[config.mk]
export PLATFORM = sky130hd
export DESIGN_NAME = pipe_wb_stage
export DESIGN_NICKNAME = d
export VERILOG_FILES = /design/src/rtl/pipe_wb_stage.sv
export SDC_FILE = /design/constraint.sdc
export NUM_CORES = 1
export LEC_CHECK = 0
export CELL_PAD_IN_SITES_DETAIL_PLACEMENT = 0
export CELL_PAD_IN_SITES_GLOBAL_PLACEMENT = 1
export CORE_UTILIZATION = 32
export CTS_BUF_LIST = sky130_fd_sc_hd__clkbuf_4 sky130_fd_sc_hd__clkbuf_8 sky130_fd_sc_hd__clkbuf_16
export DETAILED_ROUTE_END_ITERATION = 10
export GPL_TIMING_DRIVEN = 0
export PLACE_DENSITY = 0.89
export SLEW_MARGIN = 20
export SYNTH_ARGS = -nofsm -noshare
export SYNTH_HDL_FRONTEND = slang
export SYNTH_SLANG_ARGS = --single-unit
export TNS_END_PERCENT = 20
[constraint.sdc]
create_clock -name clock -period 3.1 [get_ports clock]
set_clock_uncertainty 0.1 [all_clocks]
set_input_delay 0.62 -clock clock [delete_from_list [all_inputs] [get_ports clock]]
set_output_delay 0.62 -clock clock [all_outputs]
set_load 0.01 [all_outputs]
[src/rtl/pipe_wb_stage.sv]
// MEM->WB pipeline register chain with per-stage valid, stall/flush control,
// write-back data select, WB->ID forwarding compare and a retire counter.
// Only the last stage is visible at the ports; intermediate stages never forward.
module pipe_wb_stage #(
   parameter int unsigned DATA_W  = 32,
   parameter int unsigned RN_W    = 5,
   parameter int unsigned STAGES  = 1,
   parameter int unsigned CNT_W   = 16,
   parameter bit          ZERO_RN = 1'b1
) (
   input  logic              clock,
   input  logic              resetn,
   input  logic              stall,
   input  logic              flush,
   input  logic              in_valid,
   input  logic              in_wreg,
   input  logic              in_m2reg,
   input  logic [DATA_W-1:0] in_mo,
   input  logic [DATA_W-1:0] in_alu,
   input  logic [RN_W-1:0]   in_rn,
   input  logic [RN_W-1:0]   q_rs,
   input  logic [RN_W-1:0]   q_rt,
   output logic              out_valid,
   output logic              out_wreg,
   output logic              out_m2reg,
   output logic [DATA_W-1:0] out_mo,
   output logic [DATA_W-1:0] out_alu,
   output logic [RN_W-1:0]   out_rn,
   output logic [DATA_W-1:0] out_wdata,
   output logic              fwd_rs_hit,
   output logic              fwd_rt_hit,
   output logic [CNT_W-1:0]  retire_cnt
);

   localparam int unsigned LAST = STAGES - 1;

   logic [STAGES-1:0]             valid_q, valid_d;
   logic [STAGES-1:0]             wreg_q,  wreg_d;
   logic [STAGES-1:0]             m2reg_q, m2reg_d;
   logic [STAGES-1:0][DATA_W-1:0] mo_q,    mo_d;
   logic [STAGES-1:0][DATA_W-1:0] alu_q,   alu_d;
   logic [STAGES-1:0][RN_W-1:0]   rn_q,    rn_d;
   logic [CNT_W-1:0]              cnt_q,   cnt_d;

   // Next-state of the chain: flush clears control bits only, stall holds, otherwise shift.
   // A bubble still captures its data fields but never carries wreg/m2reg.
   always_comb begin
      valid_d = valid_q;
      wreg_d  = wreg_q;
      m2reg_d = m2reg_q;
      mo_d    = mo_q;
      alu_d   = alu_q;
      rn_d    = rn_q;
      if (flush) begin
         valid_d = '0;
         wreg_d  = '0;
         m2reg_d = '0;
      end else if (!stall) begin
         for (int k = 1; k < STAGES; k++) begin
            valid_d[k] = valid_q[k-1];
            wreg_d[k]  = wreg_q[k-1];
            m2reg_d[k] = m2reg_q[k-1];
            mo_d[k]    = mo_q[k-1];
            alu_d[k]   = alu_q[k-1];
            rn_d[k]    = rn_q[k-1];
         end
         valid_d[0] = in_valid;
         wreg_d[0]  = in_valid & in_wreg;
         m2reg_d[0] = in_valid & in_m2reg;
         mo_d[0]    = in_mo;
         alu_d[0]   = in_alu;
         rn_d[0]    = in_rn;
      end
   end

   // Stage registers; reset drops everything in flight.
   always_ff @(posedge clock or negedge resetn) begin
      if (!resetn) begin
         valid_q <= '0;
         wreg_q  <= '0;
         m2reg_q <= '0;
         mo_q    <= '0;
         alu_q   <= '0;
         rn_q    <= '0;
      end else begin
         valid_q <= valid_d;
         wreg_q  <= wreg_d;
         m2reg_q <= m2reg_d;
         mo_q    <= mo_d;
         alu_q   <= alu_d;
         rn_q    <= rn_d;
      end
   end

   // A last-stage entry retires whenever the chain is not stalled, even if flushed,
   // because it was already presented to the register file that cycle.
   always_comb begin
      cnt_d = cnt_q;
      if (valid_q[LAST] && !stall) cnt_d = cnt_q + CNT_W'(1);
   end

   // Retire counter, wraps naturally.
   always_ff @(posedge clock or negedge resetn) begin
      if (!resetn) cnt_q <= '0;
      else         cnt_q <= cnt_d;
   end

   assign out_valid  = valid_q[LAST];
   assign out_m2reg  = m2reg_q[LAST];
   assign out_mo     = mo_q[LAST];
   assign out_alu    = alu_q[LAST];
   assign out_rn     = rn_q[LAST];
   assign out_wdata  = m2reg_q[LAST] ? mo_q[LAST] : alu_q[LAST];
   assign out_wreg   = valid_q[LAST] & wreg_q[LAST] & ~(ZERO_RN & (rn_q[LAST] == '0));
   assign fwd_rs_hit = out_wreg & (rn_q[LAST] == q_rs) & ~(ZERO_RN & (q_rs == '0));
   assign fwd_rt_hit = out_wreg & (rn_q[LAST] == q_rt) & ~(ZERO_RN & (q_rt == '0));
   assign retire_cnt = cnt_q;

endmodule

==> impl_metrics.csv, run 1 <==
group,metric,value,unit
die,rows,40,
setup_path,crit_path_end,"fwd_rs_hit",
grt,overflow,0,
placement,dp_hpwl,8080,um
synth,syn_inst,276,
route,wl_per_cell,16.6,um
sta,slew_headroom,66.1,%
route,wl,10800,um
route,first_pass_iters,4,
synth,syn_area_per_cell,14.2,sq um
placement,dp.cells,630,
clock_tree,cts_sinks,88,
route,first_iter_violations,107,
clock_tree,holdBufCountCts,0,
final_layout,synthToLayoutAreaGrowth,65.8,%
die,dieArea,12700,sq um
route,ant_nets,0,
setup_path,ff2ff_path_depth,4,
sta,setup_viol,0,
clock_tree,cts-root-buf,"clkbuf_16",
clock_tree,h-tree-depth,3,
setup_path,cp-start-kind,"flop",
pwr,p_per_area,557,nW/um^2
clock_tree,cts_buffers,9,
clock_tree,clockBufferDepth,2,
placement,gp_congestion,0.745,
sta,slew_viol_final,0,
setup_path,crit_required,2380,ps
final_layout,finalNonFillerCells,646,
final_layout,final_util,54.3,%
setup_path,end_kind,"output port",
die,die_h,113,um
setup_path,path_max_fanout,5,
sta,tightest_slew,509,ps
sta,period_share,94.7,%
clock_tree,cts_resized,0,
synth,netlist_area,3920,sq um
grt,grt.total_usage,18.0,%
final_layout,drive_above_1_share,27.1,%
clock_tree,cts_tree,"yes",
route,vias,3090,
sta,hold_violations,0,
die,core,12000,sq um
clock_tree,clk_latency,340,ps
grt,grt_max_degree,53,
final_layout,antennaDiodeCount,0,
setup_path,arrival,2210,ps
route,drc,0,
grt,antenna_found_initial,0,
flow_run,drv_cap,0,
route,vias_per_cell,4.78,
pwr,irDropWorstVdd,0.245,mV
setup_path,worstReg2RegEnd,"retire_cnt[15]",
synth,synth_seq_area_share,56.2,%
setup_path,cp-startpoint,"out_rn[1]",
sta,fin_setup_tns,0,ps
sta,grt_setup_unrepaired,"false",
setup_path,r2r-start,"out_valid",
placement,numPortBuffers,206,
synth,synth-seq-cells,88,
sta,max_freq,0.341,GHz
synth,yosysUniqueCellTypes,28,
pwr,leakagePower,2.67,nW
setup_path,r2r_slack,1630,ps
sta,final.min_clock_period,2930,ps
grt,grt_pass1_vias,3372,
clock_tree,cts.clk_slew.worst_paths,60,ps
sta,finalHoldWorstSlack,151,ps
grt,grt_pass1_wl,17400,um
final_layout,nNetsFinal,581,
die,ios,208,
run_status,status,"finished, final reports clean",
synth,synth_fp_nets,363,
hold_path,min_path_type,"in -> async",
die,die_w,113,um
clock_tree,post-cts-setup-buffers,0,
pwr,finalPower,3.62,mW
die,start_util,32.8,%
synth,synth_warnings,0,
setup_path,crit_type,"reg -> out",
worst min-delay path by stage:
stage,from,end,slack [ps],depth (start not counted)
2_1_floorplan,resetn,out_alu[0],220,0
3_3_place_gp,retire_cnt[15],retire_cnt[15],360,1
3_5_place_dp,retire_cnt[15],retire_cnt[15],370,1
4_1_cts,resetn,retire_cnt[5],150,1
5_1_grt,resetn,retire_cnt[5],170,1
6_report,resetn,retire_cnt[3],150,1
cell usage after synthesis, drive strengths merged:
cell type,n,share of area [%]
mux2,102,29
dfrtp,88,56
xnor2,16,3.6
buf,11,1.6
nor2,10,1.1
nand2,7,0.67
xor2,7,1.6
nand4,6,0.96
nor3,6,0.89
a21oi,4,0.51
nand3,3,0.38
nor2b,2,0.32
nor4,2,0.32
a22oi,1,0.19
and2b,1,0.19
and3,1,0.16
and4b,1,0.26
clkbuf,1,0.096
ha,1,0.32
inv,1,0.096
nand2b,1,0.16
nand3b,1,0.51
o211ai,1,0.19
or2,1,0.22
or4,1,0.19
where the power goes:
| part | total [mW] | switching (mW) | internal (mW) |
|---|---|---|---|
| logic | 1.04 | 0.360 | 0.685 |
| clock network | 1.11 | 0.430 | 0.684 |
| registers | 1.46 | 0.154 | 1.31 |
cell usage in the layout (no fill, tap or decap), drive strengths merged:
cell type and instances:
o211ai 1, or4 1, xnor2 16, nor2b 2, nor4 2, nand4 6
buf 13, and2b 1, or2 1, a21oi 4, nand2b 1, mux2 102
ha 1, and4b 1, a22oi 1, bufinv 1, clkbuf 14, xor2 7
dfrtp 88, nor3 6, clkinv 2, nand2 7, clkdlybuf4s50 205, and3 1
inv 1, nand3 3, nor2 10, nand3b 1
registers in the layout (all words and copies together), names as in the netlist:
signal      cells
retire_cnt     16
out_mo         32
out_m2reg       1
out_valid       1
wreg_q          1
out_alu        32
out_rn          5
routing by layer:
layer	GRT usage, %	part of all wire, %	routed length [um]	vias up
met1	21.4	41	4400	1520
met5	0	0	0	-
met2	29.5	49	5250	142
met3	6.37	8.7	933	13
li1	-	-	-	1415
met4	7.38	1.6	171	0
kinds of logic after synthesis:
kind of cell    count (synthesis)  share of synthesized area, %
mux                           102                          29.3
flops                          88                          56.2
simple gates                   43                          6.38
xor+xnor                       23                          5.14
buf+inv                        13                          1.79
compound gates                  6                         0.894
fa+ha+maj                       1                         0.319
worst max-delay path, stage by stage, from the launching register on:
cell             delay (ps)
dfrtp_1                 440
or4_1                   530
o211ai_1                310
nor3_1                  100
clkdlybuf4s50_1         500
per-stage QoR:
stage	worst slack, ps	area (sq um)
after floorplan	1070	3920
after global placement	-1950	6170
after detailed placement	233	6190
after CTS	108	6500
after global routing	34.6	6500
final	166	6500
layout make-up:
cell class | count | area [sq um]
inverter | 1 | 3.75
clock buffer | 13 | 268
fill | 1070 | 5460
tap | 147 | 184
buffer | 12 | 66.3
clock inverter | 3 | 40.0
multi-input combinational | 175 | 1650
sequential | 88 | 2200
timing repair buffer | 207 | 2090
Note: power is estimated with default switching activity, not from simulation.
==> run 2, diff against run 1 <==
--- a/config.mk
+++ b/config.mk
@@ -7,6 +7,7 @@
 export LEC_CHECK = 0
 export CELL_PAD_IN_SITES_DETAIL_PLACEMENT = 0
 export CELL_PAD_IN_SITES_GLOBAL_PLACEMENT = 1
+export CORE_MARGIN = 4
 export CORE_UTILIZATION = 32
 export CTS_BUF_LIST = sky130_fd_sc_hd__clkbuf_4 sky130_fd_sc_hd__clkbuf_8 sky130_fd_sc_hd__clkbuf_16
 export DETAILED_ROUTE_END_ITERATION = 10
==> impl_metrics.csv, run 2 (synthesis gave the netlist of run 1 again) <==
group,metric,value,unit
final_layout,layout_common_cells,"205 x clkdlybuf4s50_1, 102 x mux2_2, 88 x dfrtp_1",
route,wl_met1,4350,um
clock_tree,cts-root-buf,"clkbuf_16",
final_layout,nNetsFinal,581,
route,first_iter_violations,88,
die,ios,208,
route,wl_per_cell,17.9,um
placement,numPortBuffers,206,
die,dieArea,14100,sq um
route,ant_nets,0,
run_status,status,"finished, final reports clean",
route,met2_length,5960,um
grt,grt_max_degree,48,
setup_path,crit_required,2380,ps
setup_path,arrival,2230,ps
clock_tree,clockBufferDepth,2,
sta,period_share,95.2,%
grt,overflow,0,
clock_tree,cts_tree,"yes",
setup_path,crit_type,"reg -> out",
sta,grt_setup_unrepaired,"false",
setup_path,crit_path_max_incr_delay,500,ps
final_layout,finalNonFillerCells,645,
clock_tree,post-cts-setup-buffers,0,
die,start_util,32.6,%
die,die_h,119,um
setup_path,crit_chain,"clkbuf_1 -> buf_2 -> mux2_2 -> clkdlybuf4s50_1",
setup_path,critical-path-top-delay-family,"buffers and inverters",
setup_path,critical_path.slowest_cell,"clkdlybuf4s50_1",
flow_run,drv_cap,0,
pwr,leakagePower,2.64,nW
sta,max_freq,0.339,GHz
route,wl,11500,um
route,vias_per_cell,4.76,
die,die_w,119,um
sta,tightest_slew,617,ps
final_layout,synthToLayoutAreaGrowth,64.8,%
placement,dp_hpwl,8940,um
grt,antenna_found_initial,0,
sta,setup_viol,0,
clock_tree,cts_sinks,88,
grt,grt_pass1_vias,3490,
placement,dp.cells,630,
placement,preCtsSetupSlack,211,ps
route,top_layer_used,"met4",
route,vias,3071,
placement,gp_congestion,0.739,
pwr,p_per_area,543,nW/um^2
setup_path,critPathBufInv,3,
hold_path,min_path_type,"in -> async",
sta,slew_viol_final,0,
clock_tree,cts.clk_slew.worst_paths,60,ps
route,drc,0,
sta,final.min_clock_period,2950,ps
die,rows,40,
pwr,irDropWorstVdd,0.301,mV
die,core,12000,sq um
sta,slew_headroom,58.8,%
final_layout,antennaDiodeCount,0,
final_layout,final_common_cell,"clkdlybuf4s50_1",
sta,hold_violations,0,
route,wl_met3,1020,um
grt,grt.total_usage,16.4,%
sta,fin_setup_tns,0,ps
clock_tree,cts_buffers,9,
final_layout,drive_above_1_share,26.9,%
setup_path,end_kind,"output port",
grt,grt_pass1_wl,18200,um
route,first_pass_iters,4,
clock_tree,clk_latency,330,ps
setup_path,cp-start-kind,"flop",
clock_tree,h-tree-depth,3,
setup_path,path_max_fanout,10,
sta,setup_ws,147,ps
-- run 2: cell types whose count changed in the layout (fill, tap and decap cells not counted) --
cell / change
clkbuf_4: +2
clkbuf_8: -2
clkinvlp_4: +2
buf_2: -1
bufinv_16: -1
clkinv_2: -1
-- run 2: stage by stage --
step	util, %	power, mW	hold slack (ps)	cell area [sq um]
final	53.8	3.51	191	6460
after global routing	53.8	3.68	233	6460
after CTS	53.8	3.57	206	6460
after detailed placement	51.5	2.55	362	6190
after global placement	51.3	2.52	363	6170
after floorplan	-	1.86	224	3920
-- run 2: cell type report --
class,instances,area (sq um)
fill,1102,5550
inverter,1,3.75
clock buffer,12,248
tap,147,184
timing repair buffer,207,2090
multi-input combinational,175,1650
sequential,88,2200
clock inverter,3,20.0
buffer,12,68.8
-- run 2: worst reg2reg max path, cell delays in order, from the launching register on --
cell and delay [ps]:
dfrtp_1 420, ha_1 220, nand3b_4 100, or2_4 260, nor3_2 130, xor2_1 150
-- run 2: layer usage --
layer / track usage [%] / vias up
met5: 0 / -
met3: 6.60 / 16
met2: 29.2 / 133
met1: 17.3 / 1509
li1: - / 1413
met4: 5.94 / 0
-- run 2: where the power goes --
group	leakage, nW	switching (mW)	internal [mW]	total, mW
registers	1.07	0.154	1.31	1.46
clock network	0.129	0.424	0.564	0.988
logic	1.44	0.369	0.686	1.05
total	2.64	0.947	2.56	3.51
-- run 2: path summary, 6_finish.rpt --
| check | startpoint | to | slack (ps) | cells past startpoint |
|---|---|---|---|---|
| worst max-delay path | out_m2reg | out_wdata[19] | 150 | 4 |
| worst min-delay path | resetn | retire_cnt[10] | 190 | 1 |
| worst max register to register | retire_cnt[0] | retire_cnt[12] | 1640 | 5 |
| worst min register to register | retire_cnt[15] | retire_cnt[15] | 370 | 1 |
| max in group asynchronous | resetn | out_mo[20] | 2070 | 2 |
| min in group clock | retire_cnt[15] | retire_cnt[15] | 370 | 1 |
-- run 2: repair_timing --
action | in CTS | in global routing
hold buffers | 0 | 0
gates resized for setup | 0 | 1
endpoints found under the setup margin | 0 | 1
